$ cat src/rtl/mem_access_if.sv
// Bundles the MEM-stage request, pipeline response and data-bus signals of the
// memory access controller. The controller takes the slave modport.
interface mem_access_if;
  logic        mem_op_valid;
  logic [7:0]  mem_op;
  logic [31:0] mem_addr;
  logic [31:0] mem_wdata;
  logic        stall_o;
  logic        ld_valid_o;
  logic [31:0] ld_data_o;
  logic        err_o;
  logic        bus_req_o;
  logic        bus_we_o;
  logic [31:0] bus_addr_o;
  logic [31:0] bus_wdata_o;
  logic [3:0]  bus_be_o;
  logic        bus_ack_i;
  logic [31:0] bus_rdata_i;

  modport slave (
    input  mem_op_valid, mem_op, mem_addr, mem_wdata, bus_ack_i, bus_rdata_i,
    output stall_o, ld_valid_o, ld_data_o, err_o,
    output bus_req_o, bus_we_o, bus_addr_o, bus_wdata_o, bus_be_o
  );

  modport master (
    output mem_op_valid, mem_op, mem_addr, mem_wdata, bus_ack_i, bus_rdata_i,
    input  stall_o, ld_valid_o, ld_data_o, err_o,
    input  bus_req_o, bus_we_o, bus_addr_o, bus_wdata_o, bus_be_o
  );
endinterface

$ cat src/rtl/mem_access_ctrl.sv
// MEM-stage load/store controller: captures one memory op, runs it on the data bus
// with a wait timeout, and returns a one-cycle completion pulse to the pipeline.
module mem_access_ctrl #(
  parameter int unsigned TIMEOUT = 15
) (
  input logic         clk,
  input logic         rst_n,
  mem_access_if.slave ctrl_if
);

  localparam logic [7:0] LwOp = 8'd10;
  localparam logic [7:0] LbOp = 8'd11;
  localparam logic [7:0] SbOp = 8'd12;
  localparam logic [7:0] SwOp = 8'd13;
  localparam logic [7:0] TimeoutCnt = 8'(TIMEOUT);

  typedef enum logic [1:0] {StIdle, StBusy, StResp} state_e;

  state_e      state_q;
  logic [7:0]  cnt_q;
  logic [7:0]  op_q;
  logic [1:0]  lane_q;
  logic        bus_req_q;
  logic        bus_we_q;
  logic [31:0] bus_addr_q;
  logic [31:0] bus_wdata_q;
  logic [3:0]  bus_be_q;
  logic        ld_valid_q;
  logic [31:0] ld_data_q;
  logic        err_q;

  logic        is_mem;
  logic        is_word;
  logic        is_store;
  logic        misaligned;
  logic [3:0]  cap_be;
  logic [31:0] cap_wdata;
  logic [7:0]  rd_byte;
  logic [31:0] load_data;
  logic [7:0]  cnt_inc;

  always_comb begin
    is_mem     = (ctrl_if.mem_op == LwOp) || (ctrl_if.mem_op == LbOp) ||
                 (ctrl_if.mem_op == SbOp) || (ctrl_if.mem_op == SwOp);
    is_word    = (ctrl_if.mem_op == LwOp) || (ctrl_if.mem_op == SwOp);
    is_store   = (ctrl_if.mem_op == SbOp) || (ctrl_if.mem_op == SwOp);
    misaligned = is_word && (ctrl_if.mem_addr[1:0] != 2'b00);
    cap_be     = is_word ? 4'b1111 : (4'b0001 << ctrl_if.mem_addr[1:0]);
    if (ctrl_if.mem_op == SbOp) begin
      cap_wdata = {4{ctrl_if.mem_wdata[7:0]}};
    end else if (ctrl_if.mem_op == LbOp) begin
      cap_wdata = '0;
    end else begin
      cap_wdata = ctrl_if.mem_wdata;
    end
  end

  always_comb begin
    unique case (lane_q)
      2'd0:    rd_byte = ctrl_if.bus_rdata_i[7:0];
      2'd1:    rd_byte = ctrl_if.bus_rdata_i[15:8];
      2'd2:    rd_byte = ctrl_if.bus_rdata_i[23:16];
      default: rd_byte = ctrl_if.bus_rdata_i[31:24];
    endcase
    if (op_q == LwOp) begin
      load_data = ctrl_if.bus_rdata_i;
    end else if (op_q == LbOp) begin
      load_data = {{24{rd_byte[7]}}, rd_byte};
    end else begin
      load_data = '0;
    end
    cnt_inc = cnt_q + 8'd1;
  end

  always_ff @(posedge clk or negedge rst_n) begin
    if (!rst_n) begin
      state_q     <= StIdle;
      cnt_q       <= '0;
      op_q        <= '0;
      lane_q      <= '0;
      bus_req_q   <= 1'b0;
      bus_we_q    <= 1'b0;
      bus_addr_q  <= '0;
      bus_wdata_q <= '0;
      bus_be_q    <= '0;
      ld_valid_q  <= 1'b0;
      ld_data_q   <= '0;
      err_q       <= 1'b0;
    end else begin
      ld_valid_q <= 1'b0;
      err_q      <= 1'b0;
      unique case (state_q)
        StIdle: begin
          if (ctrl_if.mem_op_valid && is_mem) begin
            op_q   <= ctrl_if.mem_op;
            lane_q <= ctrl_if.mem_addr[1:0];
            cnt_q  <= '0;
            if (misaligned) begin
              // Misaligned word access never reaches the bus.
              state_q    <= StResp;
              ld_valid_q <= 1'b1;
              err_q      <= 1'b1;
              ld_data_q  <= '0;
            end else begin
              state_q     <= StBusy;
              bus_req_q   <= 1'b1;
              bus_we_q    <= is_store;
              bus_addr_q  <= {ctrl_if.mem_addr[31:2], 2'b00};
              bus_wdata_q <= cap_wdata;
              bus_be_q    <= cap_be;
            end
          end
        end
        StBusy: begin
          // Ack is checked before the timeout so a last-cycle ack still succeeds.
          if (ctrl_if.bus_ack_i || (cnt_inc == TimeoutCnt)) begin
            state_q     <= StResp;
            bus_req_q   <= 1'b0;
            bus_we_q    <= 1'b0;
            bus_addr_q  <= '0;
            bus_wdata_q <= '0;
            bus_be_q    <= '0;
            ld_valid_q  <= 1'b1;
            err_q       <= !ctrl_if.bus_ack_i;
            ld_data_q   <= ctrl_if.bus_ack_i ? load_data : '0;
          end else begin
            cnt_q <= cnt_inc;
          end
        end
        StResp: begin
          state_q   <= StIdle;
          ld_data_q <= '0;
        end
        default: state_q <= StIdle;
      endcase
    end
  end

  assign ctrl_if.stall_o = rst_n && (((state_q == StIdle) && ctrl_if.mem_op_valid && is_mem) ||
                                     (state_q == StBusy));
  assign ctrl_if.ld_valid_o  = ld_valid_q;
  assign ctrl_if.ld_data_o   = ld_data_q;
  assign ctrl_if.err_o       = err_q;
  assign ctrl_if.bus_req_o   = bus_req_q;
  assign ctrl_if.bus_we_o    = bus_we_q;
  assign ctrl_if.bus_addr_o  = bus_addr_q;
  assign ctrl_if.bus_wdata_o = bus_wdata_q;
  assign ctrl_if.bus_be_o    = bus_be_q;

endmodule

$ cat src/flat_wrapper.sv
// flat-port wrapper written by rule: the top's interface ports become plain ports
module mem_access_ctrl_flat 
#(
  parameter int unsigned TIMEOUT = 15
)
  (clk, rst_n, ctrl_if_mem_op_valid, ctrl_if_mem_op, ctrl_if_mem_addr, ctrl_if_mem_wdata, ctrl_if_bus_ack_i, ctrl_if_bus_rdata_i, ctrl_if_stall_o, ctrl_if_ld_valid_o, ctrl_if_ld_data_o, ctrl_if_err_o, ctrl_if_bus_req_o, ctrl_if_bus_we_o, ctrl_if_bus_addr_o, ctrl_if_bus_wdata_o, ctrl_if_bus_be_o);
  mem_access_if ctrl_if_i ();
  input logic clk;
  input logic rst_n;
  input wire logic [$bits(ctrl_if_i.mem_op_valid)-1:0] ctrl_if_mem_op_valid;
  input wire logic [$bits(ctrl_if_i.mem_op)-1:0] ctrl_if_mem_op;
  input wire logic [$bits(ctrl_if_i.mem_addr)-1:0] ctrl_if_mem_addr;
  input wire logic [$bits(ctrl_if_i.mem_wdata)-1:0] ctrl_if_mem_wdata;
  input wire logic [$bits(ctrl_if_i.bus_ack_i)-1:0] ctrl_if_bus_ack_i;
  input wire logic [$bits(ctrl_if_i.bus_rdata_i)-1:0] ctrl_if_bus_rdata_i;
  output wire logic [$bits(ctrl_if_i.stall_o)-1:0] ctrl_if_stall_o;
  output wire logic [$bits(ctrl_if_i.ld_valid_o)-1:0] ctrl_if_ld_valid_o;
  output wire logic [$bits(ctrl_if_i.ld_data_o)-1:0] ctrl_if_ld_data_o;
  output wire logic [$bits(ctrl_if_i.err_o)-1:0] ctrl_if_err_o;
  output wire logic [$bits(ctrl_if_i.bus_req_o)-1:0] ctrl_if_bus_req_o;
  output wire logic [$bits(ctrl_if_i.bus_we_o)-1:0] ctrl_if_bus_we_o;
  output wire logic [$bits(ctrl_if_i.bus_addr_o)-1:0] ctrl_if_bus_addr_o;
  output wire logic [$bits(ctrl_if_i.bus_wdata_o)-1:0] ctrl_if_bus_wdata_o;
  output wire logic [$bits(ctrl_if_i.bus_be_o)-1:0] ctrl_if_bus_be_o;
  assign ctrl_if_i.mem_op_valid = ctrl_if_mem_op_valid;
  assign ctrl_if_i.mem_op = ctrl_if_mem_op;
  assign ctrl_if_i.mem_addr = ctrl_if_mem_addr;
  assign ctrl_if_i.mem_wdata = ctrl_if_mem_wdata;
  assign ctrl_if_i.bus_ack_i = ctrl_if_bus_ack_i;
  assign ctrl_if_i.bus_rdata_i = ctrl_if_bus_rdata_i;
  assign ctrl_if_stall_o = ctrl_if_i.stall_o;
  assign ctrl_if_ld_valid_o = ctrl_if_i.ld_valid_o;
  assign ctrl_if_ld_data_o = ctrl_if_i.ld_data_o;
  assign ctrl_if_err_o = ctrl_if_i.err_o;
  assign ctrl_if_bus_req_o = ctrl_if_i.bus_req_o;
  assign ctrl_if_bus_we_o = ctrl_if_i.bus_we_o;
  assign ctrl_if_bus_addr_o = ctrl_if_i.bus_addr_o;
  assign ctrl_if_bus_wdata_o = ctrl_if_i.bus_wdata_o;
  assign ctrl_if_bus_be_o = ctrl_if_i.bus_be_o;
  mem_access_ctrl #(.TIMEOUT(TIMEOUT)) u_core (.clk(clk), .rst_n(rst_n), .ctrl_if(ctrl_if_i));
endmodule
$ cat config.mk
export PLATFORM = sky130hd
export DESIGN_NAME = mem_access_ctrl_flat
export DESIGN_NICKNAME = d
export VERILOG_FILES = /design/src/rtl/mem_access_if.sv /design/src/rtl/mem_access_ctrl.sv /design/src/flat_wrapper.sv
export SDC_FILE = /design/constraint.sdc
export NUM_CORES = 1
export LEC_CHECK = 0
export ABC_AREA = 1
export CORE_ASPECT_RATIO = 1.4
export CORE_MARGIN = 5
export CORE_UTILIZATION = 40
export CTS_CLUSTER_SIZE = 8
export DETAILED_ROUTE_END_ITERATION = 10
export DONT_BUFFER_PORTS = 1
export PLACE_DENSITY = 0.57
export SYNTH_ARGS = -nofsm -noshare
export SYNTH_HDL_FRONTEND = slang
export SYNTH_SLANG_ARGS = --single-unit
$ cat constraint.sdc
create_clock -name clk -period 2.85 [get_ports clk]
set_clock_uncertainty 0.05 [all_clocks]
set_input_delay 0.855 -clock clk [delete_from_list [all_inputs] [get_ports clk]]
set_output_delay 0.855 -clock clk [all_outputs]
set_load 0.1 [all_outputs]
==> impl_metrics.ini <==
[clock_network]
htreeDepth = 4
clk_latency_ns = 0.40
cts_tree = built
post_cts_buffers = 0
cts_sinks = 122
clk_pin_slew_ns = 0.05
cts-root-buf = clkbuf_16
cts_buffer_depth = 2
numCtsBuffers = 17

[global_routing]
grt_pass1_vias = 5551
grt_max_degree = 124
grtUsageTotal = 0.208
grt-ovfl-total = 0
grt_first_pass_wirelength_um = 29500
antenna_found_initial = 0

[place]
port_buffers = 0
gp_congestion = 0.925
hpwl_um = 13200
placed_area_mm2 = 0.00707
place_ws_ns = 0.0676

[routing]
routed_wl_um = 18300
vias = 5688
wl_per_cell_um = 16.8
post_drt_via_cell_ratio = 5.23
drc = 0
drtAntennaViolNets = 0
drtIter0Drc = 462
drt-pass1-iter-count = 5

[timing]
max_slew_margin = 0.403
layout_min_cycle_time_ns = 2.75
clock.fmax_mhz = 364
setup_slack_ns = 0.0995
setup_tns_ns = 0
timing.final.setup_violations = 0
finalHoldViolCount = 0
fin_crit_sh = 0.965
rsz0062_at_grt = false
finalMaxSlewViolations = 0
worstMarginPinSlew_ns = 0.895

[floorplan]
die_h_um = 156
initial_core_util = 0.406
dieArea_mm2 = 0.0178
coreArea_mm2 = 0.0150
rows = 53
die_x_um = 114
io_pins = 213

[logic_synthesis]
synth_cells = 798
seq_area_frac_synth = 0.501
ys_seq_elements = 122
synth.cell_area_mm2 = 0.00609
synth_cell_types = 29
syn_avg_cell_area_um2 = 7.63
ys_warn_count = 0

[final_layout]
nets = 994
diodes = 0
layout_common_cells = nand2_1, dfrtp_1, buf_4
final_common_cell = nand2_1
syn2layout_area_growth_pct = 26.2
drive_gt1_frac = 0.185
final_area_mm2 = 0.00768

[setup_path]
cp_data_arrival_time_ns = 1.85
required_ns = 1.95
critPathCaptureType = output port
path_class = in2out
worst-path-max-fanout = 4
critPathLaunchType = primary input

[status]
outcome = finished clean

[flow_run]
cap_violations = 0

[hold_path]
hold_class = in2async
## repair_timing
| action | 4_1_cts | 5_1_grt |
|---|---|---|
| hold buffers | 0 | 0 |
| resized for setup | 0 | 1 |
| endpoints found under the setup margin | 0 | 1 |
## layout make-up
class | instances | area, um^2
repair buffers | 115 | 913
inverters | 54 | 203
flip-flops and latches | 122 | 3050
clock buffers | 24 | 502
well taps | 192 | 240
multi-input cells | 574 | 2660
fillers | 1461 | 7300
clock inverters | 7 | 113
## per-layer routing
| metal | global-route usage | wire length (um) |
|---|---|---|
| met5 | 0 | 0 |
| met4 | 0.0662 | 335 |
| met3 | 0.0586 | 1470 |
| met2 | 0.349 | 9380 |
| met1 | 0.258 | 7130 |
## registers in the layout (all words and copies together), names as in the netlist
register / flops
u_core.ctrl_if.ld_valid_o: 1
u_core.lane_q: 2
u_core.ctrl_if.bus_wdata_o: 32
u_core.ctrl_if.ld_data_o: 32
u_core.ctrl_if.bus_be_o: 4
u_core.state_q: 2
u_core.op_q: 8
u_core.ctrl_if.err_o: 1
u_core.cnt_q: 8
u_core.ctrl_if.bus_we_o: 1
u_core.ctrl_if.bus_req_o: 1
u_core.ctrl_if.bus_addr_o: 30
## final timing paths
path / depth (start not counted) / startpoint / slack, ns / end
max in group asynchronous: 0 / rst_n / 2.50 / u_core.ctrl_if.bus_wdata_o[25]
min in group clk: 2 / u_core.op_q[6] / 0.42 / u_core.op_q[6]
worst max-delay path: 8 / ctrl_if_mem_op[5] / 0.1 / ctrl_if_stall_o
worst min-delay path: 0 / rst_n / 0.09 / u_core.ctrl_if.ld_data_o[26]
worst min register to register: 2 / u_core.op_q[6] / 0.42 / u_core.op_q[6]
worst max register to register: 12 / u_core.cnt_q[0] / 0.28 / u_core.ctrl_if.bus_addr_o[23]
## worst max-delay path, stage by stage
cell      delay, ns
nor2_4         0.08
nand2_2        0.09
nor2_2         0.14
nand2_2        0.09
nand3_2        0.09
nand3_2        0.11
a21boi_4       0.20
buf_12         0.19
## per-stage QoR
step                hold slack (ns)   util  cells
detailed placement            0.404  0.471   1057
floorplan                     0.385      -    799
global route                 0.0665  0.513   1088
global placement              0.400  0.471   1057
CTS                          0.0751  0.512   1088
finish                       0.0949  0.513   1088
## synth_stat cells (all sizes together)
cell,number,area [um^2]
o21ai,28,140
inv,51,191
o211ai,33,248
a21boi,1,7.51
nor2,28,105
nand3,30,160
conb,1,3.75
nor3b,1,12.5
clkbuf,26,97.6
nand3b,1,7.51
nand2,374,1410
nand4,68,425
ha,2,25.0
clkinv,3,11.3
o31ai,1,7.51
a21oi,1,5.00
buf,23,143
dfrtp,122,3050
or2,1,6.26
nor3,3,26.3
## cell families after synthesis
logic type               Yosys count  share of synthesized area
AND/OR/NAND/NOR                  506                      0.354
AO/OA/AOI/OAI                     64                     0.0670
adder cells (fa/ha/maj)            2                    0.00411
other                              1                   0.000616
flip-flops                       122                      0.501
buffers and inverters            103                     0.0727
Power is not shown: default switching activity piles up to over one toggle a cycle in this logic, so the estimate is an artifact.
